`config.mk`:
```
export PLATFORM = sky130hd
export DESIGN_NAME = flit_transmitter
export DESIGN_NICKNAME = d
export VERILOG_FILES = /design/src/rtl/noc_pkg.sv /design/src/rtl/flit_transmitter_credit_counter.sv /design/src/rtl/flit_transmitter.sv
export SDC_FILE = /design/constraint.sdc
export NUM_CORES = 1
export LEC_CHECK = 0
export CAP_MARGIN = 5
export CORE_MARGIN = 4
export CORE_UTILIZATION = 47
export CTS_CLUSTER_SIZE = 14
export DETAILED_ROUTE_END_ITERATION = 8
export PLACE_DENSITY = 0.85
export SYNTH_ARGS = -nofsm -noshare
export SYNTH_HDL_FRONTEND = slang
export SYNTH_HIERARCHICAL = 1
export SYNTH_SLANG_ARGS = --single-unit
```
`constraint.sdc`:
```
create_clock -name clk -period 8.2 [get_ports clk]
set_clock_uncertainty 0.2 [all_clocks]
set_input_delay 1.23 -clock clk [delete_from_list [all_inputs] [get_ports clk]]
set_output_delay 1.23 -clock clk [all_outputs]
set_load 0.02 [all_outputs]
```
`src/rtl/noc_pkg.sv`:
```
// Shared NoC definitions: default flit width and the width helpers used for
// buffer pointers and credit counters.
package noc_pkg;

  localparam int unsigned FLIT_SIZE_DEF = 8;

  // Ceiling log2 with a floor of one bit; matches the downstream buffer's pointer sizing.
  function automatic int unsigned clogb2(input int unsigned value);
    int unsigned v;
    int unsigned w;
    v = (value > 0) ? value - 1 : 0;
    w = 0;
    while (v > 0) begin
      w = w + 1;
      v = v >> 1;
    end
    return (w == 0) ? 1 : w;
  endfunction

  // Bits needed to hold every credit value from 0 up to depth inclusive.
  function automatic int unsigned credit_width(input int unsigned depth);
    return clogb2(depth + 1);
  endfunction

endpackage

```
`src/rtl/flit_transmitter_credit_counter.sv`:
```
// Saturating up/down credit counter, reset to MAX. Overflow detection is
// present only when FLIT_TRANSMITTER_CREDIT_CHECK_EN is defined.
module credit_counter
  import noc_pkg::*;
#(
  parameter  int unsigned MAX = 8,
  localparam int unsigned W   = credit_width(MAX)
) (
  input  logic         clk,
  input  logic         rst,
  input  logic         dec,
  input  logic         inc,
  output logic [W-1:0] count,
  output logic         nonzero,
  output logic         overflow
);

  logic [W-1:0] count_q;
  logic [W-1:0] count_d;
  logic         at_max;

  assign at_max  = (count_q == W'(MAX));
  assign nonzero = (count_q != '0);
  assign count   = count_q;

  // Simultaneous inc and dec cancel; inc at MAX saturates, dec at zero holds.
  always_comb begin
    count_d = count_q;
    if (inc && !dec && !at_max) begin
      count_d = count_q + W'(1);
    end else if (dec && !inc && nonzero) begin
      count_d = count_q - W'(1);
    end
  end

  always_ff @(posedge clk) begin
    if (rst) begin
      count_q <= W'(MAX);
    end else begin
      count_q <= count_d;
    end
  end

`ifdef FLIT_TRANSMITTER_CREDIT_CHECK_EN
  assign overflow = inc & ~dec & at_max;
`else
  assign overflow = 1'b0;
`endif

endmodule

```
`src/rtl/flit_transmitter.sv`:
```
// Credit-based flit sender with a one-flit output register. Optional sticky
// credit-overflow flag enabled by FLIT_TRANSMITTER_CREDIT_CHECK_EN.
module flit_transmitter
  import noc_pkg::*;
#(
  parameter  int unsigned BUFFER_SIZE = 8,
  parameter  int unsigned FLIT_SIZE   = FLIT_SIZE_DEF,
  localparam int unsigned CW          = credit_width(BUFFER_SIZE)
) (
  input  logic                 clk,
  input  logic                 rst,
  input  logic [FLIT_SIZE-1:0] data_i,
  input  logic                 valid_i,
  output logic                 ready_o,
  output logic [FLIT_SIZE-1:0] data_o,
  output logic                 write_o,
  input  logic                 credit_i,
  output logic [CW-1:0]        credit_count_o,
  output logic                 error_o
);

  logic                 hold_valid_q;
  logic                 hold_valid_d;
  logic [FLIT_SIZE-1:0] hold_data_q;
  logic [FLIT_SIZE-1:0] hold_data_d;
  logic                 credits_nonzero;
  logic                 credit_overflow;
  logic                 accept;

  // Ready passes through write_o so a new flit loads as the held one leaves.
  assign write_o = hold_valid_q & credits_nonzero;
  assign ready_o = ~hold_valid_q | write_o;
  assign accept  = valid_i & ready_o;
  assign data_o  = hold_data_q;

  always_comb begin
    hold_valid_d = hold_valid_q;
    hold_data_d  = hold_data_q;
    if (accept) begin
      hold_valid_d = 1'b1;
      hold_data_d  = data_i;
    end else if (write_o) begin
      hold_valid_d = 1'b0;
    end
  end

  always_ff @(posedge clk) begin
    if (rst) begin
      hold_valid_q <= 1'b0;
      hold_data_q  <= '0;
    end else begin
      hold_valid_q <= hold_valid_d;
      hold_data_q  <= hold_data_d;
    end
  end

  credit_counter #(
    .MAX (BUFFER_SIZE)
  ) u_credit_counter (
    .clk      (clk),
    .rst      (rst),
    .dec      (write_o),
    .inc      (credit_i),
    .count    (credit_count_o),
    .nonzero  (credits_nonzero),
    .overflow (credit_overflow)
  );

`ifdef FLIT_TRANSMITTER_CREDIT_CHECK_EN
  logic error_q;
  logic error_d;

  always_comb begin
    error_d = error_q | credit_overflow;
  end

  always_ff @(posedge clk) begin
    if (rst) begin
      error_q <= 1'b0;
    end else begin
      error_q <= error_d;
    end
  end

  assign error_o = error_q;
`else
  // The counter ties overflow low in this build, so error_o is constant zero.
  assign error_o = credit_overflow;
`endif

endmodule

```
==> results.toml <==
[run_status]
status = "complete, no violations"

[placed_design]
gp_congestion = 0.758
dpl-instance-area_um2 = 1000
dp.cells = 109
place_ws_ps = 4630
portBuffers = 25
dp.final_hpwl_um = 1100

[timing]
setup_ws_ps = 4730
rsz0062_at_grt = "false"
worst_slew_pin_slew_ps = 705
relSlewSlack_pct = 52.8
timing.fmax_mhz = 288
setup_tns_ps = 0
min_period_ps = 3470
finalSetupViolations = 0
slew_violations = 0
finalCritPeriodShare_pct = 42.3
final_hold_viol_count = 0

[synth]
yosysMostFrequentCell = "dfxtp_1"
syn_area_um2 = 800
synthTopCellsByArea = "dfxtp_1 33%, a21bo_1 10%, nand3_2 10%"
yosys_warnings = 6
synth-main-ff-cell = "dfxtp_1"
synth_top_cell_by_area = "dfxtp_1"
avgSynthCellArea_um2 = 10.8
yosysTopAreaCellShare_pct = 32.6
netlist_instances = 74
synthArstFlopShare_pct = 0
synth.distinct_cells = 26
syn_nets = 89
synth-seq-area-share_pct = 32.6
synth_common_cells = "13 x dfxtp_1, 8 x a21bo_1, 8 x a21oi_2, 8 x nand3_2"
synth_edf_count = 0
synth_seq_cells = 13

[drt]
drt_iter0_markers = 2
drcViolationCount = 0
wl_um = 1430
wire_per_inst_um = 12.7
via_per_inst = 5.19
final_antenna_net_count = 0
num_vias = 586
first_pass_iters = 4

[worst_setup_path]
crit_buf_inv = 1
setup.worst_path.start = "u_credit_counter/count[0]$_SDFFE_PP0P_"
cp_num_cells = 4
worstSetupStartpointType = "flop"
critPathSlowestCell = "clkdlybuf4s50_1"
crit_type = "reg2out"
end_kind = "primary output"
worstPathMaxFanout = 18
reg2reg_depth = 10
regToRegStartpoint = "u_credit_counter/count[0]$_SDFFE_PP0P_"
cp_cell_sequence = "nor3_4 -> or2b_1 -> nand2b_4 -> clkdlybuf4s50_1"
endpoint = "ready_o"
crit_family = "simple AND/OR/NAND/NOR gates"
r2r_end = "u_credit_counter/count[3]$_SDFFE_PP1P_"
r2r_setup_slack_ps = 5230
required_ps = 6770
cp_slowest_stage_delay_ps = 590
arrival_ps = 2040

[clocking]
cts.path.max_buffers = 2
clock-root-buffer = "clkbuf_4"
cts_setup_buffers = 0
cts_resized = 0
clk_latency_ps = 270
numCtsBuffers = 3
clock-sinks = 13
path_clk_slew_ps = 80
cts_tree = "built"
hold_buffers = 0
htreeDepth = 1

[grt]
grt_max_degree = 19
overflow = 0
grt_pass1_vias = 593
grt_antenna_before_repair = 0
grt_usage_pct = 13.2
grt_first_pass_wirelength_um = 2550

[final_layout]
stdcell_area_um2 = 1030
nets = 113
drive_gt1_share_pct = 24.7
stdcell_count = 113
fillers = 137
antenna_cells = 0
area_growth_pct = 29.0

[power_and_ir_drop]
p_per_area_nw_per_um2 = 260
leakagePower_uw = 0.000393
seqPwrFrac_pct = 34.7
clkPwrFrac_pct = 14.7
internal_power_uw = 167
combPwrFrac_pct = 50.7
p_sw_share_pct = 37.5
vdd.ir_drop.worst_v = 0.000119
p_sw_uw = 100

[job]
drv_cap = 0

[die]
initial_core_util_pct = 51.3
ios = 27
die_height_um = 49.2
rows = 14
die_w_um = 49.2
die-area_um2 = 2430
core_area_um2 = 1560

[min_path]
hold_path_class = "reg2reg"
-- worst min-delay path, delay by kind of cell, from the launching register on --
family	cells	cell delay, ps
simple gates	1	80
flops	1	380
compound gates	1	60
-- placed cells by master, fill, tap and decap left out --
master / count
a211oi_1: 1
a21bo_1: 8
a21o_2: 1
a21oi_1: 4
a21oi_2: 8
and2_2: 1
and2b_1: 1
clkbuf_1: 1
clkbuf_4: 3
clkdlybuf4s50_1: 25
conb_1: 1
dfxtp_1: 13
fa_1: 1
ha_1: 2
inv_1: 1
mux4_2: 1
nand2_1: 4
nand2b_1: 2
nand2b_4: 1
nand3_2: 8
nor2_1: 3
nor3_4: 1
or2_1: 1
or2b_1: 1
xnor2_1: 4
-- cell families (layout without fill, tap and decap cells) --
| family | count (synthesis) | in the layout | synth area share, % |
|---|---|---|---|
| AO/OA/AOI/OAI | 22 | 22 | 23.3 |
| XOR/XNOR | 4 | 4 | 4.38 |
| adder cells (fa/ha/maj) | 3 | 3 | 5.63 |
| buffers and inverters | 7 | 30 | 8.61 |
| flip-flops | 13 | 13 | 32.6 |
| multiplexers | 1 | 1 | 2.82 |
| other | 1 | 1 | 0.469 |
| AND/OR/NAND/NOR | 23 | 23 | 22.2 |
-- layout make-up --
cell class | instances | area, µm² | area share [%]
Tap cell | 16 | 20.0 | 1.94
Inverter | 1 | 3.75 | 0.364
Multi-Input combinational cell | 54 | 470 | 45.6
Clock buffer | 4 | 26.3 | 2.55
Sequential cell | 13 | 260 | 25.2
Timing Repair Buffer | 25 | 250 | 24.3
-- metal layers --
layer	routed length [µm]	up-vias	part of all wire (%)	global-route usage (%)
li1	-	297	-	-
met1	669	269	47	16.0
met2	647	20	45	21.7
met3	116	0	8.1	5.20
met4	0	0	0	2.84
met5	0	-	0	0
-- stage by stage --
stage | utilization, % | total power (µW) | hold slack [ps]
6_report | 66.1 | 268 | 364
5_1_grt | 66.1 | 292 | 395
4_1_cts | 66.1 | 271 | 373
3_5_place_dp | 64.4 | 232 | 363
3_3_place_gp | 64.4 | 227 | 355
2_1_floorplan | - | 191 | 407
-- worst min-delay path by stage --
| stage | start | endpoint | slack [ps] | cells past startpoint |
|---|---|---|---|---|
| finish | u_credit_counter/count[1]$_SDFFE_PP0P_ | u_credit_counter/count[1]$_SDFFE_PP0P_ | 360 | 2 |
| global route | u_credit_counter/count[1]$_SDFFE_PP0P_ | u_credit_counter/count[1]$_SDFFE_PP0P_ | 390 | 2 |
| CTS | u_credit_counter/count[1]$_SDFFE_PP0P_ | u_credit_counter/count[1]$_SDFFE_PP0P_ | 370 | 2 |
| detailed placement | u_credit_counter/count[1]$_SDFFE_PP0P_ | u_credit_counter/count[1]$_SDFFE_PP0P_ | 360 | 2 |
| global placement | u_credit_counter/count[1]$_SDFFE_PP0P_ | u_credit_counter/count[1]$_SDFFE_PP0P_ | 360 | 2 |
| floorplan | u_credit_counter/count[1]$_SDFFE_PP0P_ | u_credit_counter/count[1]$_SDFFE_PP0P_ | 410 | 2 |
-- state kept, by name (all words and copies together), names as in the netlist --
| signal | cells |
|---|---|
| u_credit_counter/count | 4 |
| data_o | 8 |
| hold_valid_q | 1 |
-- power by group through the flow --
stage	registers, µW	logic [µW]	clock network [µW]
final	92.8	136	39.2
after detailed placement	95.0	137	0
after floorplan	106	84.8	0
after CTS	93.6	137	40.4
after global placement	94.2	133	0
after global routing	95.8	152	44.7
Power figures use the tool's default switching activity.
